## config.mk

```make
export PLATFORM = sky130hd
export DESIGN_NAME = gshare_pht
export DESIGN_NICKNAME = d
export VERILOG_FILES = /design/src/rtl/mp4_types.sv /design/src/rtl/pht_inflight_fifo.sv /design/src/rtl/gshare_pht.sv
export SDC_FILE = /design/constraint.sdc
export NUM_CORES = 1
export LEC_CHECK = 0
export CAP_MARGIN = 5
export CORE_ASPECT_RATIO = 0.5
export CORE_MARGIN = 4
export CORE_UTILIZATION = 30
export CTS_BUF_LIST = sky130_fd_sc_hd__clkbuf_8 sky130_fd_sc_hd__clkbuf_16
export CTS_CLUSTER_SIZE = 12
export DETAILED_ROUTE_END_ITERATION = 10
export HOLD_SLACK_MARGIN = 0.12
export PLACE_DENSITY = 0.48
export SETUP_SLACK_MARGIN = 0.3
export SYNTH_ARGS = -nofsm -noshare
export SYNTH_HDL_FRONTEND = slang
export SYNTH_SLANG_ARGS = --single-unit
```

## constraint.sdc

```tcl
create_clock -name clk -period 5.4 [get_ports clk]
set_input_delay 1.08 -clock clk [delete_from_list [all_inputs] [get_ports clk]]
set_output_delay 1.08 -clock clk [all_outputs]
set_load 0.03 [all_outputs]
```

## src/rtl/mp4_types.sv

```systemverilog
// Shared types for the gshare pattern history table: 2-bit counter
// encoding, the in-flight queue entry and the saturating update.
package mp4_types;

  // Counter-index width the in-flight entry type is built for.
  localparam int PHT_IDX_BITS = 8;

  typedef enum logic [1:0] {
    SNT = 2'd0,
    WNT = 2'd1,
    WT  = 2'd2,
    ST  = 2'd3
  } pht_cnt_t;

  // What the resolve side needs to train: which counter, and what it said.
  typedef struct packed {
    logic [PHT_IDX_BITS-1:0] idx;
    logic                    pred;
  } pht_entry_t;

  // Saturating increment on taken, saturating decrement on not-taken.
  function automatic pht_cnt_t sat_update(input pht_cnt_t cnt, input logic taken);
    pht_cnt_t nxt;
    nxt = cnt;
    if (taken) begin
      if (cnt != ST) nxt = pht_cnt_t'(cnt + 2'd1);
    end else begin
      if (cnt != SNT) nxt = pht_cnt_t'(cnt - 2'd1);
    end
    return nxt;
  endfunction

endpackage

```

## src/rtl/pht_inflight_fifo.sv

```systemverilog
// In-order queue of predictions awaiting resolution. Pop of an empty queue
// is ignored; push while full is accepted only alongside a pop. clear
// empties the queue and wins over push/pop in the same cycle.
module pht_inflight_fifo
  import mp4_types::*;
#(
  parameter int  DEPTH   = 8,
  parameter type entry_t = pht_entry_t
) (
  input  logic   clk,
  input  logic   rst,
  input  logic   push,
  input  entry_t push_data,
  input  logic   pop,
  input  logic   clear,
  output logic   full,
  output logic   empty,
  output entry_t head
);

  localparam int PTR_W = $clog2(DEPTH);
  localparam int CNT_W = PTR_W + 1;

  logic [PTR_W-1:0] head_ptr_q, head_ptr_d;
  logic [PTR_W-1:0] tail_ptr_q, tail_ptr_d;
  logic [CNT_W-1:0] count_q, count_d;
  entry_t           mem_q [DEPTH];
  entry_t           mem_d [DEPTH];

  logic do_push;
  logic do_pop;

  assign full    = (count_q == CNT_W'(DEPTH));
  assign empty   = (count_q == '0);
  assign head    = mem_q[head_ptr_q];
  assign do_pop  = pop && !empty;
  assign do_push = push && (!full || do_pop);

  // Next-state for pointers, occupancy and storage.
  always_comb begin
    // NOTE: every variable gets a default first so no path leaves it unassigned (no latch).
    head_ptr_d = head_ptr_q;
    tail_ptr_d = tail_ptr_q;
    count_d    = count_q;
    mem_d      = mem_q;
    if (clear) begin
      head_ptr_d = '0;
      tail_ptr_d = '0;
      count_d    = '0;
    end else begin
      if (do_push) begin
        mem_d[tail_ptr_q] = push_data;
        tail_ptr_d        = tail_ptr_q + PTR_W'(1);
      end
      if (do_pop) head_ptr_d = head_ptr_q + PTR_W'(1);
      if (do_push && !do_pop)      count_d = count_q + CNT_W'(1);
      else if (do_pop && !do_push) count_d = count_q - CNT_W'(1);
    end
  end

  // Control state register with synchronous reset.
  always_ff @(posedge clk) begin
    // NOTE: sequential state uses non-blocking assignment so all flops sample together.
    if (rst) begin
      head_ptr_q <= '0;
      tail_ptr_q <= '0;
      count_q    <= '0;
    end else begin
      head_ptr_q <= head_ptr_d;
      tail_ptr_q <= tail_ptr_d;
      count_q    <= count_d;
    end
  end

  // Entry storage.
  always_ff @(posedge clk) begin
    // NOTE: storage is not reset; an entry is only ever read after it has been written.
    mem_q <= mem_d;
  end

endmodule

```

## src/rtl/gshare_pht.sv

```systemverilog
// gshare pattern history table: IF-side hashed prediction (same cycle),
// EX-side in-order training of the counter used at predict time.
// Optional feature macro: PHT_STATS_EN adds stat_resolved / stat_mispred.
module gshare_pht
  import mp4_types::*;
#(
  parameter int PHT_IDX_W = PHT_IDX_BITS,
  parameter int HIST_W    = 8,
  parameter int Q_DEPTH   = 8
) (
  input  logic              clk,
  input  logic              rst,
  input  logic              pred_req,
  input  logic [31:0]       pred_pc,
  input  logic [HIST_W-1:0] pred_hist,
  output logic              pred_taken,
  output logic              pred_ready,
  input  logic              res_valid,
  input  logic              res_taken,
  input  logic              res_flush,
  output logic              res_mispred,
  output logic              err_underflow
`ifdef PHT_STATS_EN
  ,
  output logic [31:0]       stat_resolved,
  output logic [31:0]       stat_mispred
`endif
);

  localparam int PHT_SIZE = 1 << PHT_IDX_W;

  if (PHT_IDX_W != PHT_IDX_BITS || HIST_W > PHT_IDX_W) begin : g_bad_cfg
    $error("gshare_pht: PHT_IDX_W must equal PHT_IDX_BITS and HIST_W <= PHT_IDX_W");
  end
  if (Q_DEPTH < 2 || (Q_DEPTH & (Q_DEPTH - 1)) != 0) begin : g_bad_depth
    $error("gshare_pht: Q_DEPTH must be a power of 2 and >= 2");
  end

  pht_cnt_t pht_q [PHT_SIZE];
  pht_cnt_t pht_d [PHT_SIZE];

  logic res_mispred_q, res_mispred_d;
  logic err_underflow_q, err_underflow_d;

  logic [PHT_IDX_W-1:0] hist_ext;
  logic [PHT_IDX_W-1:0] pred_idx;
  pht_entry_t           push_entry;
  pht_entry_t           head_entry;
  logic                 fifo_full;
  logic                 fifo_empty;
  logic                 fifo_push;
  logic                 train;

  wire unused_pc_bits = &{1'b0, pred_pc[31:PHT_IDX_W+2], pred_pc[1:0]};

  // Hash: word-aligned PC bits XOR zero-extended global history.
  always_comb begin
    hist_ext               = '0;
    hist_ext[HIST_W-1:0]   = pred_hist;
    pred_idx               = pred_pc[PHT_IDX_W+1:2] ^ hist_ext;
  end

  assign pred_taken = pht_q[pred_idx][1];

  // A resolve that pops frees a slot this cycle, so a full queue can still
  // take a request alongside it; ready reflects that so accept == req && ready.
  assign train      = res_valid && !fifo_empty;
  assign pred_ready = !fifo_full || train;
  assign fifo_push  = pred_req && pred_ready && !res_flush;

  assign push_entry.idx  = pred_idx;
  assign push_entry.pred = pred_taken;

  pht_inflight_fifo #(
    .DEPTH   (Q_DEPTH),
    .entry_t (pht_entry_t)
  ) u_fifo (
    .clk       (clk),
    .rst       (rst),
    .push      (fifo_push),
    .push_data (push_entry),
    .pop       (train),
    .clear     (res_flush),
    .full      (fifo_full),
    .empty     (fifo_empty),
    .head      (head_entry)
  );

  // Training and flag next-state; prediction always reads the pre-update counter.
  always_comb begin
    pht_d           = pht_q;
    res_mispred_d   = 1'b0;
    err_underflow_d = err_underflow_q;
    if (train) begin
      pht_d[head_entry.idx] = sat_update(pht_q[head_entry.idx], res_taken);
      res_mispred_d         = (head_entry.pred != res_taken);
    end
    if (res_valid && fifo_empty) err_underflow_d = 1'b1;
  end

  // Counter table and flags; counters restart at weakly-not-taken on reset.
  always_ff @(posedge clk) begin
    if (rst) begin
      for (int i = 0; i < PHT_SIZE; i++) pht_q[i] <= WNT;
      res_mispred_q   <= 1'b0;
      err_underflow_q <= 1'b0;
    end else begin
      pht_q           <= pht_d;
      res_mispred_q   <= res_mispred_d;
      err_underflow_q <= err_underflow_d;
    end
  end

  assign res_mispred   = res_mispred_q;
  assign err_underflow = err_underflow_q;

`ifdef PHT_STATS_EN
  logic [31:0] stat_resolved_q, stat_resolved_d;
  logic [31:0] stat_mispred_q, stat_mispred_d;

  // Resolve and misprediction counters, wrapping at 2^32.
  always_comb begin
    stat_resolved_d = stat_resolved_q;
    stat_mispred_d  = stat_mispred_q;
    if (train) begin
      stat_resolved_d = stat_resolved_q + 32'd1;
      if (head_entry.pred != res_taken) stat_mispred_d = stat_mispred_q + 32'd1;
    end
  end

  // Statistics registers.
  always_ff @(posedge clk) begin
    if (rst) begin
      stat_resolved_q <= '0;
      stat_mispred_q  <= '0;
    end else begin
      stat_resolved_q <= stat_resolved_d;
      stat_mispred_q  <= stat_mispred_d;
    end
  end

  assign stat_resolved = stat_resolved_q;
  assign stat_mispred  = stat_mispred_q;
`endif

endmodule

```

======== Word level (Yosys, flattened, before mapping) ========
Cells that the tools add are included.
cells by class
  add/sub/neg operators ................... 6
  magnitude comparators ................... 6
  muxes and demuxes ....................... 21
  equality and inequality tests ........... 3
  reductions and logical operators ........ 23
  bitwise operators ....................... 7
operators with widths
  kind                                                 number
  bitwise mux 512 bit                                  1
  bitwise mux 72 bit                                   1
  binary-select mux 2 bit (select 8 bit)               2
  binary-select mux 9 bit (select 3 bit)               1
  demux 9 bit (select 3 bit)                           1
  2-to-1 mux 9 bit                                     3
  >= comparator 9 bit (second input constant)          2
  2-to-1 mux 2 bit                                     9
  NOT 8 -> 9 bit                                       2
  demux 2 bit (select 8 bit)                           1
  logical AND 1 bit                                    10
  < comparator 9 x 1 -> 1 bit (second input constant)  1
  >= comparator 4 bit (second input constant)          2
  2-to-1 mux 4 bit                                     2
  NOT 3 -> 4 bit                                       2
  bitwise XOR 8 bit                                    1
  adder 3 x 1 -> 3 bit (second input constant)         2
  logical NOT 1 bit                                    5
  adder 4 x 1 -> 4 bit (second input constant)         1
  == test 4 bit (second input constant)                1
  logical NOT 4 bit                                    1
  < comparator 4 x 1 -> 1 bit (second input constant)  1
  nonzero test 2 bit                                   2
  OR reduction 2 bit                                   2
  8 further kinds                                      10
word-level totals
  word-level logic and storage cells ...... 343
  register bits ........................... 596
  bits of input ports ..................... 46

======== Logic depth before layout (Yosys ltp) ========
Gate-level depths: netlist (run 1).
  word-level depth ........................ 13
  gate-level depth with buffers ........... 20
  gate-level depth less buffers ........... 12

======== Hierarchy ========
A second synthesis (run 1) with hierarchy kept.
second synthesis, totals
  cell total of the unflattened synthesis .. 3024
  area total of the unflattened synthesis .. 29399.4 um^2
modules (own cells, without submodules)
  module             times used  cells each  area an instance (um^2)  sequential area each (um^2)
  gshare_pht         1           2847        26071.3                  10289.9
  pht_inflight_fifo  1           177         3328.2                   2362.3

======== Least setup slack after synthesis (run 1) ========
No wires, ideal clock.
  path kind ............................... input to output
  start point ............................. input port pred_hist[0]
  end point ............................... output port pred_taken
  arrival time ............................ 4.724 ns
  cell stages on the path ................. 9
  path slack .............................. -0.404 ns
  cell sequence ........................... xnor2_1 > buf_1 > clkbuf_1 > clkbuf_1 > mux4_2 > mux4_2 > mux4_2 > mux2i_1 > a21oi_1
on the way
  word-level cells in the longest chain between the ends .. 5
ends and longest elaborated chain
  item                                                 RTL line          RTL
  start: declaration                                   gshare_pht.sv:15  input logic [HIST_W-1:0] pred_hist,
  bitwise XOR 8 bit                                    gshare_pht.sv:60  pred_idx = pred_pc[PHT_IDX_W+1:2] ^ hist_ext;
  NOT 8 -> 9 bit (implied by the code)                 gshare_pht.sv:63  assign pred_taken = pht_q[pred_idx][1];
  binary-select mux 2 bit (select 8 bit)               gshare_pht.sv:63
  2-to-1 mux 2 bit (implied by the code) (2 in a row)  gshare_pht.sv:63
  end: declaration                                     gshare_pht.sv:16  output logic pred_taken,
No other way between the ends. The select of a mux whose other input is x is not followed.

======== Worst setup path after layout (run 1) ========
  start point ............................. input port pred_pc[2]
  end point ............................... output port pred_taken
on the way
  word-level cells in the longest chain between the ends .. 5
ends and longest elaborated chain
  item                                                 RTL line          RTL
  start: declaration                                   gshare_pht.sv:14  input logic [31:0] pred_pc,
  bitwise XOR 8 bit                                    gshare_pht.sv:60
  NOT 8 -> 9 bit (implied by the code)                 gshare_pht.sv:63
  binary-select mux 2 bit (select 8 bit)               gshare_pht.sv:63
  2-to-1 mux 2 bit (implied by the code) (2 in a row)  gshare_pht.sv:63
No other way between the ends. The select of a mux whose other input is x is not followed.

==> flow_metrics.tcl, run 1 <==
set metrics [dict create \
    synth_area_sq_mm 0.03300 \
    fp.dieH_um 242.5 \
    post_drt_wl_per_cell_um 24.13 \
    area_delta_synth_final_pct 15.08 \
    skew_ps 30.31 \
    pwr-share-comb_pct 18.3 \
    ys_seq_area_share_pct 38.33 \
    yosysWarnings 0 \
    syn_avg_cell_area_sq_um 10.08 \
    ys.flop_type "dfxtp_1" \
    hp-class "reg2reg" \
    most-common-layout-cells "554 x nor2_1, 528 x nor3_1, 523 x dfxtp_1" \
    min_period_ps 5235 \
    die_area_sq_mm 0.1157 \
    rsz0062_at_grt "true" \
    setup_viol 0 \
    maxCapViolations 0 \
    netlist_instances 3273 \
    layout_commonest_cell "nor2_1" \
    p_leak_nw 11.61 \
    met1_length_um 51960 \
    syn-num-nets 3325 \
    num_rows 85 \
    nets 3280 \
    grt_max_degree 132 \
    grt.overflow.total 0 \
    power_density_mw_per_mm2 291.6 \
    cts_inserted_buffers 66 \
    cts.sinks 596 \
    start_kind "input port" \
    r2r_cells 13 \
    antenna_found_initial 10 \
    ir_drop_mv 0.2013 \
    wl_met3_um 8585 \
    crit_chain "buf_8 > xnor2_4 > buf_6 > buf_12 > buf_16 > mux4_2 > mux4_2 > mux4_2 > nor2b_4 > a211oi_2 > buf_4 > a21oi_4 > buf_6" \
    drive_gt1_share_pct 23.32 \
    drc 0 \
    drt-initial-drc-count 2496 \
    routed_wirelength_um 113700 \
    end_kind "output port" \
    start_util_pct 30.45 \
    status "finished, final reports clean" \
    setup_ws_ps 164.8 \
    grt_pass1_vias 25520 \
    cp_slowest_cell "mux4_2" \
    grt_pass1_wl_um 169600 \
    routed_via_density 5.583 \
    p_sw_share_pct 29.75 \
    diodes 0 \
    drt-pass1-iter-count 5 \
    switchingPower_w 0.003294 \
    chipWidth_um 477.1 \
    period_share_pct 96.95 \
    clkLatencyLatePin_ps 620 \
    final_antenna_net_count 0 \
    globalplace.congestion 0.8469 \
    crit_top_cell "mux4_2" \
    cts-root-buf "clkbuf_16" \
    tritoncts "yes" \
    internal_power_w 0.007780 \
    io_pins 50 \
    path_delay_family "multiplexers" \
    core-area_sq_mm 0.1084 \
    htree_levels 3 \
    cp.depth 13 \
    worst-setup-path-type "in2out" \
    pre_cts_ws_ps -360.7 \
    required_ps 4320 \
    highest_layer "met5" \
    seqPwrFrac_pct 40.8 \
    io_buffer_count 25 \
    hold_violations 0 \
    path_clk_slew_ps 60 \
    wl_met2_um 50110 \
    async_reset_ff_share_pct 0 \
    via_count 26300 \
    yosys.cell_types.count 69 \
    tightest_slew_ps 1210 \
    cp_slowest_stage_delay_ps 600 \
    holdPathStages 2 \
    grt_usage_pct 19.22 \
    p_clk_share_pct 40.9 \
    crit_arrival_ps 4160 \
    final-max-slew-violation-count 0 \
    post-route-util_pct 35.05 \
    fmax_ghz 0.1910 \
    hpwlAfterDp_um 73390 \
    synth-edff-count 72 \
    max_slew_margin_pct 19.04 \
    crit_buf_inv 6 \
    ctsLongestPathBuffers 3 \
    crit_path_max_fanout 5 \
    ys_seq_elements 596 \
]
-- state kept, by name, summed over array words and instances, names as in the netlist --
signal,flops
pht_q,512
err_underflow,1
u_fifo.head_ptr_q,3
res_mispred,1
u_fifo.count_q,4
u_fifo.tail_ptr_q,3
u_fifo.mem_q,72
-- synth_stat cells, types with 5 or more instances --
cell	n	area share, %
edfxtp_1	72	6.6
and2_1	6	0.11
buf_1	11	0.13
nand2b_1	5	0.095
a21oi_1	29	0.44
buf_4	19	0.43
a32o_1	8	0.24
nand3_1	83	1.3
a22oi_1	21	0.48
nor2b_1	8	0.15
inv_1	17	0.19
xnor2_1	9	0.24
nand2_1	136	1.5
ha_1	5	0.19
nor2_1	554	6.3
nor3_1	529	8.0
dfxtp_1	524	32
a31oi_1	7	0.13
a211oi_1	262	6.0
mux4_2	178	12
xor2_1	6	0.16
a32oi_1	5	0.13
a21oi_4	240	12
buf_12	26	1.6
o22ai_1	6	0.11
o21ai_0	15	0.23
or3_1	9	0.17
clkbuf_1	204	2.3
and3_1	14	0.27
buf_6	11	0.38
nand4_1	21	0.40
mux2i_1	85	2.6
nor3b_1	7	0.16
mux2_2	14	0.48
buf_2	54	0.82
-- power groups by stage --
| stage | clock (W) | combinational (W) | sequential, W |
|---|---|---|---|
| floorplan | 0 | 0.00131 | 0.00461 |
| global placement | 0 | 0.00191 | 0.00462 |
| detailed placement | 0 | 0.00192 | 0.00462 |
| CTS | 0.00463 | 0.00201 | 0.00452 |
| global route | 0.00480 | 0.00212 | 0.00452 |
| finish | 0.00453 | 0.00203 | 0.00452 |
-- timing repair --
action	in CTS	in global routing
endpoints found under the setup margin	1	480
hold buffers	0	0
resized for setup	35	5
pin swaps	3	0
buffers inserted	12	9
cloned	7	0
-- worst paths after layout --
| check | slack (ps) | endpoint | startpoint |
|---|---|---|---|
| max | 160 | pred_taken | pred_pc[2] |
| min | 470 | err_underflow | err_underflow |
| max reg2reg | 500 | pht_q[303] | u_fifo.head_ptr_q[1] |
| min reg2reg | 470 | err_underflow | err_underflow |
-- per-stage QoR --
step / total power, W / cells / cell area, sq um / setup TNS [ps] / hold WS, ps
finish: 0.01107 / 4711 / 37980 / 0 / 472.9
global route: 0.01143 / 4711 / 37980 / 0 / 522.4
CTS: 0.01116 / 4702 / 37830 / 0 / 481.5
detailed placement: 0.006536 / 4567 / 35250 / -360.7 / 464.9
global placement: 0.006524 / 4567 / 35250 / -435.2 / 458.4
floorplan: 0.005929 / 3273 / 33010 / 0 / 470.5
-- worst reg2reg max path, delay by kind of cell, from the launching register on --
| kind | cells | cell delay, ps |
|---|---|---|
| flops | 1 | 550 |
| buf+inv | 3 | 740 |
| compound gates | 2 | 520 |
| fa+ha+maj | 1 | 340 |
| simple gates | 4 | 1100 |
| mux | 3 | 1490 |
-- cells by family after synthesis --
group	synth area share (%)
buffers and inverters	5.997
AOI/OAI and AO/OA	20.84
adders and majority gates	0.2843
and+or+nand+nor	18.91
muxes	15.24
xor gates and xnor gates	0.3981
DFF	38.33
-- per-layer routing --
layer / vias up / global-route usage [%]
met2: 891 / 29.54
met4: 2 / 5.332
met1: 13150 / 27.11
met3: 166 / 4.233
li1: 12100 / -
met5: - / 0
-- final cells by class --
class | count | area [sq um]
multi-input combinational | 2331 | 18600
sequential | 596 | 12650
fill | 10760 | 70390
inverter | 18 | 70.07
clock buffer | 85 | 1969
tap | 1435 | 1795
timing repair buffer | 215 | 2729
clock inverter | 31 | 162.7
No activity file was read; power rests on OpenSTA's default activity.
==> run 2: changes to the inputs <==
- CTS_CLUSTER_SIZE: 12 -> unset
- RECOVER_POWER: unset -> 50
- SLEW_MARGIN: unset -> 0
==> flow_metrics.tcl, run 2 (synthesized netlist as in run 1, its figures left out) <==
set metrics [dict create \
    status "complete, but fails checks" \
    violations "capacitance limit, slew limit" \
    crit_path_max_fanout 5 \
    post_drt_wl_per_cell_um 24.13 \
    grt_pass1_vias 25540 \
    tightest_slew_ps 2835 \
    p_leak_nw 11.29 \
    grt_usage_pct 19.13 \
    power_density_mw_per_mm2 291.2 \
    min_period_ps 5291 \
    drive_gt1_share_pct 21.14 \
    crit_arrival_ps 4210 \
    core-area_sq_mm 0.1084 \
    largest_register "pht_q" \
    hp-class "reg2reg" \
    largest_reg_flops 512 \
    grt.overflow.total 0 \
    globalplace.congestion 0.8469 \
    placed_area_sq_mm 0.03525 \
    hold_violations 0 \
    period_share_pct 97.99 \
    final_antenna_net_count 0 \
    antenna_found_initial 9 \
    holdBufCountCts 0 \
    ctsLongestPathBuffers 3 \
    setup_viol 0 \
    via_count 26330 \
    chipWidth_um 477.1 \
    ir_drop_mv 0.2193 \
    placed_cells 4567 \
    tritoncts "yes" \
    most-common-layout-cells "554 x nor2_1, 529 x nor3_1, 523 x dfxtp_1" \
    cts-root-buf "clkbuf_16" \
    layout_commonest_cell "nor2_1" \
    drt-pass1-iter-count 5 \
    clkLatencyLatePin_ps 650 \
    r2r_cells 13 \
    holdPathStages 2 \
    worst-setup-path-type "in2out" \
    fmax_ghz 0.1890 \
    grt_pass1_wl_um 169500 \
    htree_levels 2 \
    start_kind "input port" \
    required_ps 4320 \
    routed_via_density 5.589 \
    largestRegisters "pht_q x512, u_fifo.mem_q x72, u_fifo.count_q x4" \
    max_slew_margin_pct -89.03 \
    path_clk_slew_ps 60 \
    routed_wirelength_um 113700 \
    pre_cts_ws_ps -360.7 \
    maxCapViolations 3 \
    final-max-slew-violation-count 252 \
    io_buffer_count 25 \
    cts_inserted_buffers 61 \
    area_delta_synth_final_pct 12.34 \
    die_area_sq_mm 0.1157 \
    grt_max_degree 132 \
    num_rows 85 \
    stdcell_area_sq_mm 0.03708 \
    fin_cells 4710 \
    hpwlAfterDp_um 73390 \
    cts.sinks 596 \
    drc 0 \
    start_util_pct 30.45 \
    skew_ps 15.54 \
    nets 3277 \
    rsz0062_at_grt "true" \
    fp.dieH_um 242.5 \
    drt-initial-drc-count 2522 \
    io_pins 50 \
    end_kind "output port" \
    setup_ws_ps 108.5 \
    whs_ps 468.2 \
]
-- run 2: cell count changes in the layout (fill, tap and decap cells not counted), moves of 4 or more --
| cell | change |
|---|---|
| clkbuf_2 | +4 |
| a21oi_1 | +55 |
| inv_1 | -6 |
| clkbuf_16 | -8 |
| buf_12 | -9 |
| clkinv_2 | +7 |
| clkdlybuf4s50_1 | -10 |
| clkbuf_1 | +14 |
| buf_4 | -14 |
| dlygate4sd3_1 | +10 |
| clkbuf_4 | +7 |
| a21oi_4 | -55 |
-- run 2: worst paths after layout --
kind	start	end	slack, ps
min	err_underflow	err_underflow	470
max	pred_pc[2]	pred_taken	110
max reg2reg	u_fifo.head_ptr_q[1]	pht_q[11]	210
min reg2reg	err_underflow	err_underflow	470
-- run 2: power by group --
group | switching, W | leakage, nW | total [W] | internal, W
logic | 0.00130 | 5.35 | 0.00192 | 0.000614
clock network | 0.00190 | 1.06 | 0.00436 | 0.00246
registers | 0.0000131 | 4.88 | 0.00452 | 0.00450
total | 0.00321 | 11.3 | 0.0108 | 0.00758
-- run 2: metrics by stage --
stage | power [W] | setup TNS, ps | util, %
global route | 0.01115 | 0 | 34.21
global placement | 0.006524 | -435.2 | 32.53
detailed placement | 0.006536 | -360.7 | 32.53
floorplan | 0.005929 | 0 | -
CTS | 0.01099 | 0 | 34.83
finish | 0.01080 | 0 | 34.21
-- run 2: critical path: stages --
cell,delay [ps]
buf_8,100
xnor2_4,200
buf_6,130
buf_6,90
buf_12,100
buf_16,130
mux4_2,500
mux4_2,530
mux4_2,590
nor2b_1,180
a211oi_2,190
buf_4,170
a21oi_4,50
buf_6,150
-- run 2: final cells by class --
| cell class | instances | area, sq um |
|---|---|---|
| Timing Repair Buffer | 217 | 2575 |
| Inverter | 18 | 70.07 |
| Multi-Input combinational cell | 2331 | 17960 |
| Clock inverter | 36 | 264.0 |
| Clock buffer | 76 | 1755 |
| Antenna cell | 1 | 2.502 |
| Sequential cell | 596 | 12650 |
| Fill cell | 10890 | 71290 |
| Tap cell | 1435 | 1795 |
-- run 2: timing repair --
action	CTS	global route
buffers inserted	12	10
hold endpoints to repair	0	0
pin swaps	4	0
setup endpoints to repair	1	479
gates cloned	8	0
resized for setup	35	5
-- run 2: per-layer routing --
metal	vias to the layer above	share of wire [%]	track usage [%]
li1	12110	-	-
met1	13150	46	27.02
met2	888	44	29.39
met3	170	7.8	4.244
met4	2	2.6	5.168
met5	-	0.0079	0
